**src/rtl/ula8_sequenciador.sv**
```systemverilog
// ula8_sequenciador: sequences a W-bit ALU operation (W = 4*NIBBLES) through one external
// 4-bit ula_74181 slice, one nibble per clock, LSB first, chaining the slice carry between nibbles.
// One operation is in flight at a time. The FSM runs IDLE -> EXEC (NIBBLES cycles) -> DONE -> IDLE.
//
// Ports
//   clk, rst                      clock, synchronous active-high reset
//   req_valid/req_ready           request handshake (ready only in IDLE)
//   req_a, req_b [W]              operands
//   req_s [4], req_m, req_c_in    function select, mode, active-low carry into nibble 0
//   ula_a, ula_b, ula_s, ula_m,
//   ula_c_in                      drive to the shared ula_74181 slice
//   ula_f, ula_a_eq_b, ula_c_out  combinational results back from the slice
//   rsp_valid/rsp_ready           response handshake
//   rsp_f [W], rsp_c_out,
//   rsp_a_eq_b                    assembled result, last-nibble carry, AND of nibble A=B flags
//   busy                          high in EXEC or DONE
//   ops_done [16]                 completed-response counter, saturating (only with ULA8_SEQ_CNT_EN)
//
// Build option: define ULA8_SEQ_CNT_EN to add the ops_done output and its counter.
module ula8_sequenciador #(
   parameter int unsigned NIBBLES = 2
) (
   input  logic                   clk,
   input  logic                   rst,
   input  logic                   req_valid,
   output logic                   req_ready,
   input  logic [4*NIBBLES-1:0]   req_a,
   input  logic [4*NIBBLES-1:0]   req_b,
   input  logic [3:0]             req_s,
   input  logic                   req_m,
   input  logic                   req_c_in,
   output logic [3:0]             ula_a,
   output logic [3:0]             ula_b,
   output logic [3:0]             ula_s,
   output logic                   ula_m,
   output logic                   ula_c_in,
   input  logic [3:0]             ula_f,
   input  logic                   ula_a_eq_b,
   input  logic                   ula_c_out,
   output logic                   rsp_valid,
   input  logic                   rsp_ready,
   output logic [4*NIBBLES-1:0]   rsp_f,
   output logic                   rsp_c_out,
   output logic                   rsp_a_eq_b,
   output logic                   busy
`ifdef ULA8_SEQ_CNT_EN
   ,
   output logic [15:0]            ops_done
`endif
);

   localparam int unsigned W    = 4 * NIBBLES;
   localparam int unsigned NibW = $clog2(NIBBLES) + 1;

   typedef enum logic [1:0] {StIdle, StExec, StDone} state_e;

   state_e          state_q, state_d;
   logic [NibW-1:0] nib_q, nib_d;
   logic [W-1:0]    a_q, a_d;
   logic [W-1:0]    b_q, b_d;
   logic [W-1:0]    rsp_f_q, rsp_f_d;
   logic [3:0]      s_q, s_d;
   logic            m_q, m_d;
   logic            cin_q, cin_d;
   logic            carry_q, carry_d;
   logic            acc_eq_q, acc_eq_d;

   logic            last_nib;
   logic            rsp_fire;

   assign last_nib = (nib_q == NibW'(NIBBLES - 1));
   assign rsp_fire = rsp_valid & rsp_ready;

   always_comb begin
      state_d   = state_q;
      nib_d     = nib_q;
      a_d       = a_q;
      b_d       = b_q;
      rsp_f_d   = rsp_f_q;
      s_d       = s_q;
      m_d       = m_q;
      cin_d     = cin_q;
      carry_d   = carry_q;
      acc_eq_d  = acc_eq_q;
      req_ready = 1'b0;
      rsp_valid = 1'b0;
      busy      = 1'b0;
      ula_a     = 4'h0;
      ula_b     = 4'h0;
      ula_c_in  = 1'b1;

      unique case (state_q)
         StIdle: begin
            req_ready = 1'b1;
            if (req_valid) begin
               a_d      = req_a;
               b_d      = req_b;
               s_d      = req_s;
               m_d      = req_m;
               cin_d    = req_c_in;
               nib_d    = '0;
               acc_eq_d = 1'b1;
               state_d  = StExec;
            end
         end
         StExec: begin
            busy     = 1'b1;
            // Operands shift right each cycle, so the live nibble is always at [3:0].
            ula_a    = a_q[3:0];
            ula_b    = b_q[3:0];
            ula_c_in = (nib_q == '0) ? cin_q : carry_q;
            for (int i = 0; i < NIBBLES; i++) begin
               if (nib_q == NibW'(i)) begin
                  rsp_f_d[4*i +: 4] = ula_f;
               end
            end
            a_d      = a_q >> 4;
            b_d      = b_q >> 4;
            carry_d  = ula_c_out;
            acc_eq_d = acc_eq_q & ula_a_eq_b;
            // Counter is one bit wider than needed, so this never wraps past the last nibble.
            nib_d    = nib_q + 1'b1;
            if (last_nib) begin
               state_d = StDone;
            end
         end
         StDone: begin
            busy      = 1'b1;
            rsp_valid = 1'b1;
            if (rsp_ready) begin
               state_d = StIdle;
            end
         end
         default: begin
            state_d = StIdle;
         end
      endcase
   end

   // s and m hold their last latched values outside EXEC.
   assign ula_s      = s_q;
   assign ula_m      = m_q;
   assign rsp_f      = rsp_f_q;
   assign rsp_c_out  = carry_q;
   assign rsp_a_eq_b = acc_eq_q;

   always_ff @(posedge clk) begin
      if (rst) begin
         state_q  <= StIdle;
         nib_q    <= '0;
         a_q      <= '0;
         b_q      <= '0;
         rsp_f_q  <= '0;
         s_q      <= 4'h0;
         m_q      <= 1'b0;
         cin_q    <= 1'b1;
         carry_q  <= 1'b0;
         acc_eq_q <= 1'b0;
      end else begin
         state_q  <= state_d;
         nib_q    <= nib_d;
         a_q      <= a_d;
         b_q      <= b_d;
         rsp_f_q  <= rsp_f_d;
         s_q      <= s_d;
         m_q      <= m_d;
         cin_q    <= cin_d;
         carry_q  <= carry_d;
         acc_eq_q <= acc_eq_d;
      end
   end

`ifdef ULA8_SEQ_CNT_EN
   logic [15:0] ops_q, ops_d;

   always_comb begin
      ops_d = ops_q;
      if (rsp_fire && (ops_q != 16'hFFFF)) begin
         ops_d = ops_q + 16'd1;
      end
   end

   always_ff @(posedge clk) begin
      if (rst) begin
         ops_q <= 16'h0000;
      end else begin
         ops_q <= ops_d;
      end
   end

   assign ops_done = ops_q;
`else
   // Completion counter not built; rsp_fire only feeds it.
   logic unused_rsp_fire;
   assign unused_rsp_fire = rsp_fire;
`endif

endmodule

```
**config.mk**
```make
export PLATFORM = sky130hd
export DESIGN_NAME = ula8_sequenciador
export DESIGN_NICKNAME = d
export VERILOG_FILES = /design/src/rtl/ula8_sequenciador.sv
export SDC_FILE = /design/constraint.sdc
export NUM_CORES = 1
export LEC_CHECK = 0
export ABC_CLOCK_PERIOD_IN_PS = 1450
export BUFFER_PORTS_ARGS = -buffer_cell sky130_fd_sc_hd__buf_4
export CAP_MARGIN = 20
export CELL_PAD_IN_SITES_DETAIL_PLACEMENT = 1
export CELL_PAD_IN_SITES_GLOBAL_PLACEMENT = 1
export CORE_ASPECT_RATIO = 0.7
export CORE_MARGIN = 3
export CORE_UTILIZATION = 32
export DETAILED_ROUTE_END_ITERATION = 10
export PLACE_DENSITY_LB_ADDON = 0.1
export SLEW_MARGIN = 20
export SYNTH_ARGS = -nofsm -noshare
export SYNTH_HDL_FRONTEND = slang
export SYNTH_SLANG_ARGS = --single-unit
```
**constraint.sdc**
```tcl
create_clock -name clk -period 1.45 [get_ports clk]
set_input_delay 0 -clock clk [delete_from_list [all_inputs] [get_ports clk]]
set_output_delay 0 -clock clk [all_outputs]
set_load 0.005 [all_outputs]
```
### Word level (Yosys, flattened, before mapping)

Cells that the tools add are included.

* register bits: 36
* input port bits: 32
* output and inout bits: 27
* logic and storage cells: 47

* add/sub/neg operators: 1
* equality and inequality tests: 6
* mux-type cells: 19
* bitwise operators: 1
* reductions and logical operators: 9

Operators with widths (number)
* 8-bit one-hot mux with 2 select lines: 2
* 8-bit two-way mux: 2
* 2-bit two-way mux: 4
* 4-bit two-way mux: 2
* 2-bit AND reduction: 4
* 1-bit two-way mux: 6
* 2-bit inequality test, second input constant: 3
* 2-bit one-hot mux with 3 select lines: 1
* 2-bit by 1-bit == test with 1-bit output, second input constant: 2
* 2-bit zero test: 2
* 2-bit one-hot mux with 2 select lines: 1
* 3-bit AND reduction: 1
* 2-bit by 1-bit adder with 2-bit output, second input constant: 1
* 2-bit == test, second input constant: 1
* 1-bit one-hot mux with 2 select lines: 1
* 2-bit nonzero test: 1
* 2-bit OR reduction: 1
* 1-bit bitwise AND: 1

### Logic depth before layout (Yosys ltp)

Gate-level depths: netlist of run 1.

* depth in word-level cells: 3
* gate-level depth with buffers: 7
* depth with buffers taken out: 5

### Worst setup path after synthesis of run 1

Ideal clock, no wire load.

* path kind: reg-to-reg
* start: register state_q[0]
* end: register a_q[1]
* library setup time: 0.125 ns
* arrival time: 1.271 ns
* data required time: 1.325 ns
* setup slack: 0.054 ns
* cell stages (with the launch flop): 7
* path buffers: 1
* period minus slack after synthesis: 1.396 ns
* path through: dfxtp_1 > inv_1 > ha_1 > mux2_4 > buf_6 > nor2_2 > a211oi_2

* cells in the longest elaborated chain, start to end: 3
* elaborated cells between the ends (all ways): 6
* classes of those cells: eq/ne (2); mux (1); reduce/logical (3)

Ends and longest elaborated chain
* start: declaration: RTL line 57 `state_e state_q, state_d;`
* start signal: assignment: RTL line 149 `state_q <= StIdle;`
* start signal: assignment: RTL line 160 `state_q <= state_d;`
* 2-bit by 1-bit == test with 1-bit output / 2-bit zero test (equally long branches): RTL line 92 `unique case (state_q)`
* 2-bit nonzero test (no source line) / 2-bit inequality test (equally long branches)
* 2-bit AND reduction (no source line)
* end signal: assignment: RTL line 151 `a_q <= '0;`
* end signal: assignment: RTL line 162 `a_q <= a_d;`
* end: declaration: RTL line 59 `logic [W-1:0] a_q, a_d;`

Several ways; a longest one is shown, not always the timed one.
A chain may end at the register's enable or synchronous reset.

### Worst setup path in the final report of run 1

* start: register state_q[0]
* end: register state_q[0]

* cells in the longest elaborated chain, start to end: 3
* elaborated cells between the ends (all ways): 8
* classes of those cells: eq/ne (5); mux (1); reduce/logical (2)

Ends and longest elaborated chain (RTL line)
* 2-bit by 1-bit == test with 1-bit output, or another cell as far along: 92
* 2-bit inequality test (no source line)
* 3-bit AND reduction (no source line)

Several ways; a longest one is shown, not always the timed one.

==> flow_metrics.env, run 1 <==
export IMPL_vias_per_cell=4.83
export IMPL_worst_slew_pin_slew_ns=0.438
export IMPL_drt_first_pass_iters=4
export IMPL_syn_to_final_growth_pct=51.2
export IMPL_rows=21
export IMPL_switchingPower_uw=1630
export IMPL_fin_crit_sh_pct=99.0
export IMPL_finalNonFillerCells=341
export IMPL_synth_warnings=0
export IMPL_layout_commonest_cell="buf_4"
export IMPL_worstSetupPathType="reg -> reg"
export IMPL_nFillCells=586
export IMPL_outcome="finished clean"
export IMPL_grt_pass1_vias=1639
export IMPL_cts_tree="yes"
export IMPL_grt_setup_unrepaired="yes"
export IMPL_final_cell_mix="buf_4 (69), dfxtp_1 (35), nand2_1 (22), a21oi_1 (20), dlygate4sd3_1 (17)"
export IMPL_leakage_uw=0.00109
export IMPL_cp_slowest_cell="dfxtp_2"
export IMPL_root_buffer="clkbuf_8"
export IMPL_clk_pin_slew_ns=0.07
export IMPL_maxCapViolations=0
export IMPL_hpwl_um=3210
export IMPL_clkSinkCount=36
export IMPL_critPathBufInv=2
export IMPL_syn_area_per_cell_um2=9.04
export IMPL_synth_seq_area_share_pct=42.4
export IMPL_finalPower_uw=4460
export IMPL_synthTopCellsByArea="dfxtp_1 (42%), mux2i_1 (8.2%), a211oi_2 (5.9%)"
export IMPL_cp_start_kind="flip-flop"
export IMPL_seq_power_share_pct=31.9
export IMPL_finalSetupViolations=0
export IMPL_power_frac_clock_pct=17.1
export IMPL_netlist_area_um2=1700
export IMPL_grt_pass1_wl_um=7780
export IMPL_start_util_pct=34.4
export IMPL_slew_violations=0
export IMPL_grt_overflow=0
export IMPL_postSynthCellCount=188
export IMPL_vias=1646
export IMPL_drt_iter0_markers=15
export IMPL_cpLargestDelayFamily="flip-flops"
export IMPL_netlist_area_leader_share_pct=42.4
export IMPL_required_ns=1.66
export IMPL_critPathMaxFanout=3
export IMPL_comb_power_share_pct=51.0
export IMPL_slowest_delay_ns=0.37
export IMPL_synth_edff_count=0
export IMPL_yosys_register_bits=36
export IMPL_portBuffers=58
export IMPL_yosysTopAreaCell="dfxtp_1"
export IMPL_die_x_um=93.1
export IMPL_intPower_uw=2830
export IMPL_grt_antenna_before_repair=0
export IMPL_cp_end_kind="flip-flop"
export IMPL_cp_arrival_ns=1.64
export IMPL_synth_cell_types=30
export IMPL_period_minus_slack_ns=1.43
export IMPL_cts_inserted_buffers=5
export IMPL_gp_congestion=0.708
export IMPL_drive_above_1_share_pct=36.2
export IMPL_synthFlopType="dfxtp_1"
export IMPL_coreArea_um2=4940
export IMPL_async_flop_share_pct=0
export IMPL_ant_nets=0
export IMPL_hold_viol=0
export IMPL_routedWlPerCell_um=14.6
export IMPL_drc_errors=0
export IMPL_finClkSkew_ns=0.00318
export IMPL_max_freq_ghz=0.697
export IMPL_grt_max_degree=39
export IMPL_power_per_cell_area_nw_per_um2=1740
export IMPL_cts_buffer_depth=2
export IMPL_place_inst=315
export IMPL_dieArea_um2=6230
export IMPL_wl_um=4970
export IMPL_die_y_um=67.0
export IMPL_switching_share_pct=36.6
export IMPL_vdd_ir_drop_worst_mv=0.533
export IMPL_nNetsFinal=308
export IMPL_cts_htree_levels=2
export IMPL_ios=59
export IMPL_hold_path_class="in -> reg"
export IMPL_grt_use_total_pct=16.1
export IMPL_holdWs_ns=0.00980
export IMPL_synth_fp_nets=225
export IMPL_clk_latency_ns=0.29
export IMPL_slew_headroom_pct=70.8
export IMPL_path_cells="inv_1 > buf_4 > ha_1 > a221oi_4 > mux2i_1"
state kept, by name, indices dropped and copies added, names as in the netlist:
register	cells
b_q	8
rsp_a_eq_b	1
state_q	2
ula_m	1
rsp_c_out	1
cin_q	1
nib_q	2
ula_s	4
rsp_f	8
a_q	8
routing by layer:
layer	up-vias	track usage, %	wire, µm
met5	-	0	0
met1	791	19.6	2320
met3	5	5.53	217
li1	822	-	-
met4	0	5.12	44
met2	28	26.9	2390
area by class of cell:
class	instances	area, µm²	share of cell area, %
antenna	1	2.50	0.0974
sequential	36	722	28.1
inverter	7	26.3	1.02
timing repair buffer	88	711	27.7
clock buffer	7	96.3	3.75
multi-input combinational	133	925	36.0
tap	69	86.3	3.36
tightest hold or removal path, cell delays in order:
cell      delay, ns
buf_4          0.11
nand2_1        0.06
a311oi_1       0.08
synthesized netlist by cell type (2+ instances only):
cell and instances:
buf_2 5, nand2_1 22, clkbuf_1 4, ha_1 5, nand2b_1 8, a311oi_1 4, inv_1 6, nand3_1 13
nor2b_1 2, mux2i_1 14, o21ai_0 2, nor2_2 2, a21oi_1 20, a22oi_1 4, buf_4 2, nor2_1 11
dfxtp_1 36, a211oi_2 8, and2_1 8, buf_6 2
cell families after synthesis:
logic type,share of synthesized area (%)
AND/OR/NAND/NOR,20.5
AO/OA/AOI/OAI,18.1
flip-flops,42.4
buffers and inverters,6.11
multiplexers,9.13
adder cells (fa/ha/maj),3.68
stage by stage:
| step | cell area, µm² | util, % | TNS, ns | setup slack, ns |
|---|---|---|---|---|
| after floorplan | 1700 | - | 0 | 0.0542 |
| after global placement | 2240 | 45.4 | -0.596 | -0.0652 |
| after detailed placement | 2240 | 45.4 | -0.740 | -0.0663 |
| after CTS | 2520 | 50.9 | -0.0478 | -0.0206 |
| after global routing | 2570 | 52.0 | -0.551 | -0.0699 |
| final | 2570 | 52.0 | 0 | 0.0152 |
path summary, 6_finish.rpt:
kind                                              start                 endpoint  slack (ns)  depth (start not counted)
worst max-delay path            state_q[0]$_SDFFE_PP0P_  state_q[0]$_SDFFE_PP0P_        0.02                          5
worst min-delay path                           req_b[6]      b_q[6]$_SDFFE_PP0P_        0.01                          3
worst max register to register  state_q[0]$_SDFFE_PP0P_  state_q[0]$_SDFFE_PP0P_        0.02                          5
worst min register to register    rsp_f[6]$_SDFFE_PP0P_    rsp_f[6]$_SDFFE_PP0P_        0.46                          2
power groups by stage:
stage          logic, µW  registers, µW  clock network (µW)
3_3_place_gp        2010           1430                   0
6_report            2280           1420                 765
3_5_place_dp        2050           1430                   0
4_1_cts             2140           1410                 794
5_1_grt             2510           1460                 838
2_1_floorplan       1330           1400                   0
repair_timing:
item	in CTS	in global routing
buffers inserted	0	0
resized for setup	3	7
hold buffers	17	0
setup endpoints to repair	30	38
cloned	0	1
endpoints found under the hold margin	20	0
pin swaps	0	1
No activity file was read; power rests on OpenSTA's default activity.
==> inputs of run 2 (changes only) <==
MAX_ROUTING_LAYER = met4   (was unset)
==> flow_metrics.env, run 2 (synthesis results as in run 1) <==
export IMPL_clk_pin_slew_ns=0.07
export IMPL_critPathMaxFanout=3
export IMPL_gp_congestion=0.716
export IMPL_cts_htree_levels=2
export IMPL_period_minus_slack_ns=1.44
export IMPL_slew_violations=0
export IMPL_worstSetupPathType="reg -> reg"
export IMPL_root_buffer="clkbuf_8"
export IMPL_finalSetupViolations=0
export IMPL_vias=1644
export IMPL_final_cell_mix="buf_4 (69), dfxtp_1 (35), nand2_1 (22), a21oi_1 (20), dlygate4sd3_1 (17)"
export IMPL_slew_headroom_pct=70.7
export IMPL_worst_slew_pin_slew_ns=0.439
export IMPL_fin_crit_sh_pct=99.0
export IMPL_clk_latency_ns=0.28
export IMPL_start_util_pct=34.4
export IMPL_power_per_cell_area_nw_per_um2=1740
export IMPL_grt_overflow=0
export IMPL_grt_use_total_pct=16.5
export IMPL_ant_nets=0
export IMPL_grt_max_degree=39
export IMPL_drive_above_1_share_pct=36.2
export IMPL_cts_inserted_buffers=5
export IMPL_cp_end_kind="flip-flop"
export IMPL_nFillCells=586
export IMPL_syn_to_final_growth_pct=51.2
export IMPL_die_x_um=93.1
export IMPL_ios=59
export IMPL_nNetsFinal=308
export IMPL_cp_slowest_cell="dfxtp_2"
export IMPL_grt_pass1_wl_um=7780
export IMPL_leakage_uw=0.00109
export IMPL_hpwl_um=3210
export IMPL_max_freq_ghz=0.697
export IMPL_die_y_um=67.0
export IMPL_layout_commonest_cell="buf_4"
export IMPL_drt_first_pass_iters=4
export IMPL_drt_iter0_markers=18
export IMPL_dieArea_um2=6230
export IMPL_grt_setup_unrepaired="yes"
export IMPL_grt_pass1_vias=1640
export IMPL_maxCapViolations=0
export IMPL_clkSinkCount=36
export IMPL_hold_viol=0
export IMPL_cp_arrival_ns=1.65
export IMPL_coreArea_um2=4940
export IMPL_required_ns=1.66
export IMPL_outcome="finished clean"
export IMPL_vias_per_cell=4.82
export IMPL_cts_buffer_depth=2
export IMPL_drc_errors=0
export IMPL_critPathBufInv=2
export IMPL_finalPower_uw=4460
export IMPL_routedWlPerCell_um=14.6
export IMPL_hold_path_class="in -> reg"
export IMPL_rows=21
export IMPL_wl_um=4960
export IMPL_cpLargestDelayFamily="flip-flops"
export IMPL_portBuffers=58
export IMPL_slowest_delay_ns=0.37
export IMPL_cts_tree="yes"
export IMPL_path_cells="inv_1 > buf_4 > ha_1 > a221oi_4 > mux2i_1"
export IMPL_cp_start_kind="flip-flop"
export IMPL_final_util_pct=52.0
export IMPL_grt_antenna_before_repair=0
export IMPL_vdd_ir_drop_worst_mv=0.532
export IMPL_finClkSkew_ns=0.00304
## run 2: repair_timing
| action | CTS | global route |
|---|---|---|
| gates cloned | 0 | 1 |
| endpoints found under the hold margin | 20 | 0 |
| endpoints found under the setup margin | 30 | 38 |
| hold buffers | 17 | 0 |
| buffers inserted | 0 | 0 |
| pin swaps | 0 | 1 |
| gates resized for setup | 3 | 7 |
## run 2: cell type report
cell class	instances	area (µm²)	share of cell area (%)
inverters	7	26.3	1.02
repair buffers	88	711	27.7
well taps	69	86.3	3.36
diodes	1	2.50	0.0974
clock buffers	7	96.3	3.75
multi-input cells	133	925	36.0
flip-flops and latches	36	722	28.1
## run 2: final timing paths
path                            from                      end  slack [ns]  cells after the start
min                         req_b[6]      b_q[6]$_SDFFE_PP0P_        0.01                      3
max reg2reg  state_q[0]$_SDFFE_PP0P_  state_q[0]$_SDFFE_PP0P_        0.01                      5
min reg2reg    rsp_f[6]$_SDFFE_PP0P_    rsp_f[6]$_SDFFE_PP0P_        0.46                      2
max          state_q[0]$_SDFFE_PP0P_  state_q[0]$_SDFFE_PP0P_        0.01                      5
## run 2: worst min-delay path: stages
cell and delay (ns):
buf_4 0.11, nand2_1 0.06, a311oi_1 0.08
## run 2: stage by stage
stage / setup slack, ns / instances / hold WS (ns) / instance area [µm²] / TNS, ns
after global placement: -0.0652 / 315 / 0.242 / 2240 / -0.596
after CTS: -0.0206 / 339 / 0.000831 / 2520 / -0.0478
final: 0.0147 / 341 / 0.0102 / 2570 / 0
after global routing: -0.0699 / 340 / 0.00886 / 2570 / -0.551
after floorplan: 0.0542 / 188 / 0.147 / 1700 / 0
after detailed placement: -0.0663 / 315 / 0.243 / 2240 / -0.740
## run 2: per-layer routing
layer,up-vias,track usage [%],wire length (µm)
met5,-,-,0
met4,0,5.12,44
met3,5,5.42,222
met2,31,26.9,2390
met1,785,19.6,2310
li1,823,-,-
## run 2: where the power goes
part	leakage (µW)	switching [µW]	internal, µW
sequential	0.000296	167	1260
clock	0.0000503	341	423
combinational	0.000742	1120	1150
total	0.00109	1630	2830
==> inputs of run 3 (changes only) <==
CORE_MARGIN = unset   (was 3)
==> flow_metrics.env, run 3 (synthesis results as in run 1) <==
export IMPL_syn_to_final_growth_pct=59.2
export IMPL_drc_errors=0
export IMPL_ant_nets=0
export IMPL_max_freq_ghz=0.691
export IMPL_holdWs_ns=0.0128
export IMPL_worst_slew_pin_slew_ns=0.451
export IMPL_routedWlPerCell_um=14.7
export IMPL_drt_iter0_markers=39
export IMPL_grt_setup_unrepaired="yes"
export IMPL_critPathMaxFanout=8
export IMPL_finalPower_uw=4850
export IMPL_vias=1649
export IMPL_dieArea_um2=5610
export IMPL_cts_htree_levels=2
export IMPL_outcome="finished clean"
export IMPL_die_y_um=63.0
export IMPL_cts_inserted_buffers=5
export IMPL_slew_violations=0
export IMPL_layout_commonest_cell="buf_4"
export IMPL_grt_overflow=0
export IMPL_reg2reg_depth=5
export IMPL_final_cell_mix="buf_4 (69), dfxtp_1 (34), nand2_1 (22), a21oi_1 (19), dlygate4sd3_1 (18)"
export IMPL_vdd_ir_drop_worst_mv=0.615
export IMPL_nFillCells=587
export IMPL_required_ns=1.65
export IMPL_portBuffers=58
export IMPL_vias_per_cell=4.75
export IMPL_slew_headroom_pct=69.9
export IMPL_grt_max_degree=39
export IMPL_power_per_cell_area_nw_per_um2=1790
export IMPL_ios=59
export IMPL_wl_um=5100
export IMPL_hold_path_class="in -> reg"
export IMPL_fin_crit_sh_pct=99.9
export IMPL_fin_tns_setup_ns=0
export IMPL_start_util_pct=34.4
export IMPL_gp_congestion=0.701
export IMPL_grt_pass1_wl_um=7560
export IMPL_grt_antenna_before_repair=0
export IMPL_finalSetupViolations=0
export IMPL_hpwl_um=3060
export IMPL_cts_tree="yes"
export IMPL_root_buffer="clkbuf_8"
export IMPL_cp_start_kind="flip-flop"
export IMPL_min_path_cells=3
export IMPL_maxCapViolations=0
export IMPL_cts_buffer_depth=2
export IMPL_drt_first_pass_iters=4
export IMPL_cp_arrival_ns=1.65
export IMPL_clk_latency_ns=0.29
export IMPL_clk_pin_slew_ns=0.07
export IMPL_hold_viol=0
export IMPL_nNetsFinal=314
export IMPL_period_minus_slack_ns=1.45
export IMPL_grt_pass1_vias=1610
export IMPL_n_antenna_cell=0
export IMPL_rows=21
export IMPL_die_x_um=89.1
export IMPL_grt_use_total_pct=18.1
export IMPL_clkSinkCount=36
export IMPL_drive_above_1_share_pct=41.0
export IMPL_leakage_uw=0.00114
export IMPL_coreArea_um2=4940
export IMPL_worstSetupPathType="reg -> reg"
export IMPL_finClkSkew_ns=0.00621
export IMPL_cp_end_kind="flip-flop"
## run 3: changes by cell type in the layout (fill, tap and decap cells not counted), moves of 2 or more
| cell | previous run | this run |
|---|---|---|
| and2_1 | 8 | 6 |
| nor2_4 | 0 | 2 |
| and2_4 | 0 | 2 |
| clkbuf_1 | 0 | 2 |
| nor2_1 | 11 | 5 |
| buf_6 | 2 | 4 |
| buf_12 | 0 | 2 |
| nor2_2 | 2 | 6 |
## run 3: layer usage
layer  up-vias  global-route usage (%)  routed length, µm
met2        37                    28.1               2410
li1        827                       -                  -
met3         7                    4.10                183
met5         -                       -                  0
met1       778                    23.7               2440
met4         0                    4.76                 61
## run 3: final timing paths
path | slack, ns | startpoint | endpoint
min reg2reg | 0.46 | rsp_f[0]$_SDFFE_PP0P_ | rsp_f[0]$_SDFFE_PP0P_
min | 0.01 | ula_a_eq_b | rsp_a_eq_b$_SDFFE_PP0P_
max reg2reg | 0.002 | state_q[0]$_SDFFE_PP0P_ | state_q[0]$_SDFFE_PP0P_
max | 0.002 | state_q[0]$_SDFFE_PP0P_ | state_q[0]$_SDFFE_PP0P_
## run 3: repair_timing
action	CTS	global route
gates resized for setup	7	27
endpoints found under the setup margin	36	29
hold buffers	18	0
pin swaps	1	7
setup buffers	1	5
cloned	0	2
hold endpoints to repair	21	0
## run 3: power by group
group	switching, µW	internal [µW]
Sequential	185	1260
Clock	355	388
Combinational	1240	1420
Total	1780	3070
## run 3: critical path, stage by stage, from the launching register on
cell      delay, ns
dfxtp_2        0.34
inv_1          0.07
ha_4           0.21
nor2b_1        0.18
a221oi_4       0.27
mux2i_1        0.28
## run 3: layout make-up
type,instances,area [µm²],share of cell area (%)
clock buffers,8,90.1,3.33
inverters,7,28.8,1.06
flip-flops and latches,36,723,26.7
well taps,69,86.3,3.19
multi-input cells,133,968,35.8
repair buffers,94,808,29.9
## run 3: stage by stage
step	instances	setup slack [ns]	area, µm²	utilization, %
final	347	0.00212	2710	54.8
after global placement	313	-0.0795	2230	45.1
after floorplan	188	0.0542	1700	-
after detailed placement	313	-0.122	2230	45.1
after CTS	340	0.00272	2540	51.4
after global routing	347	-0.0707	2710	54.8
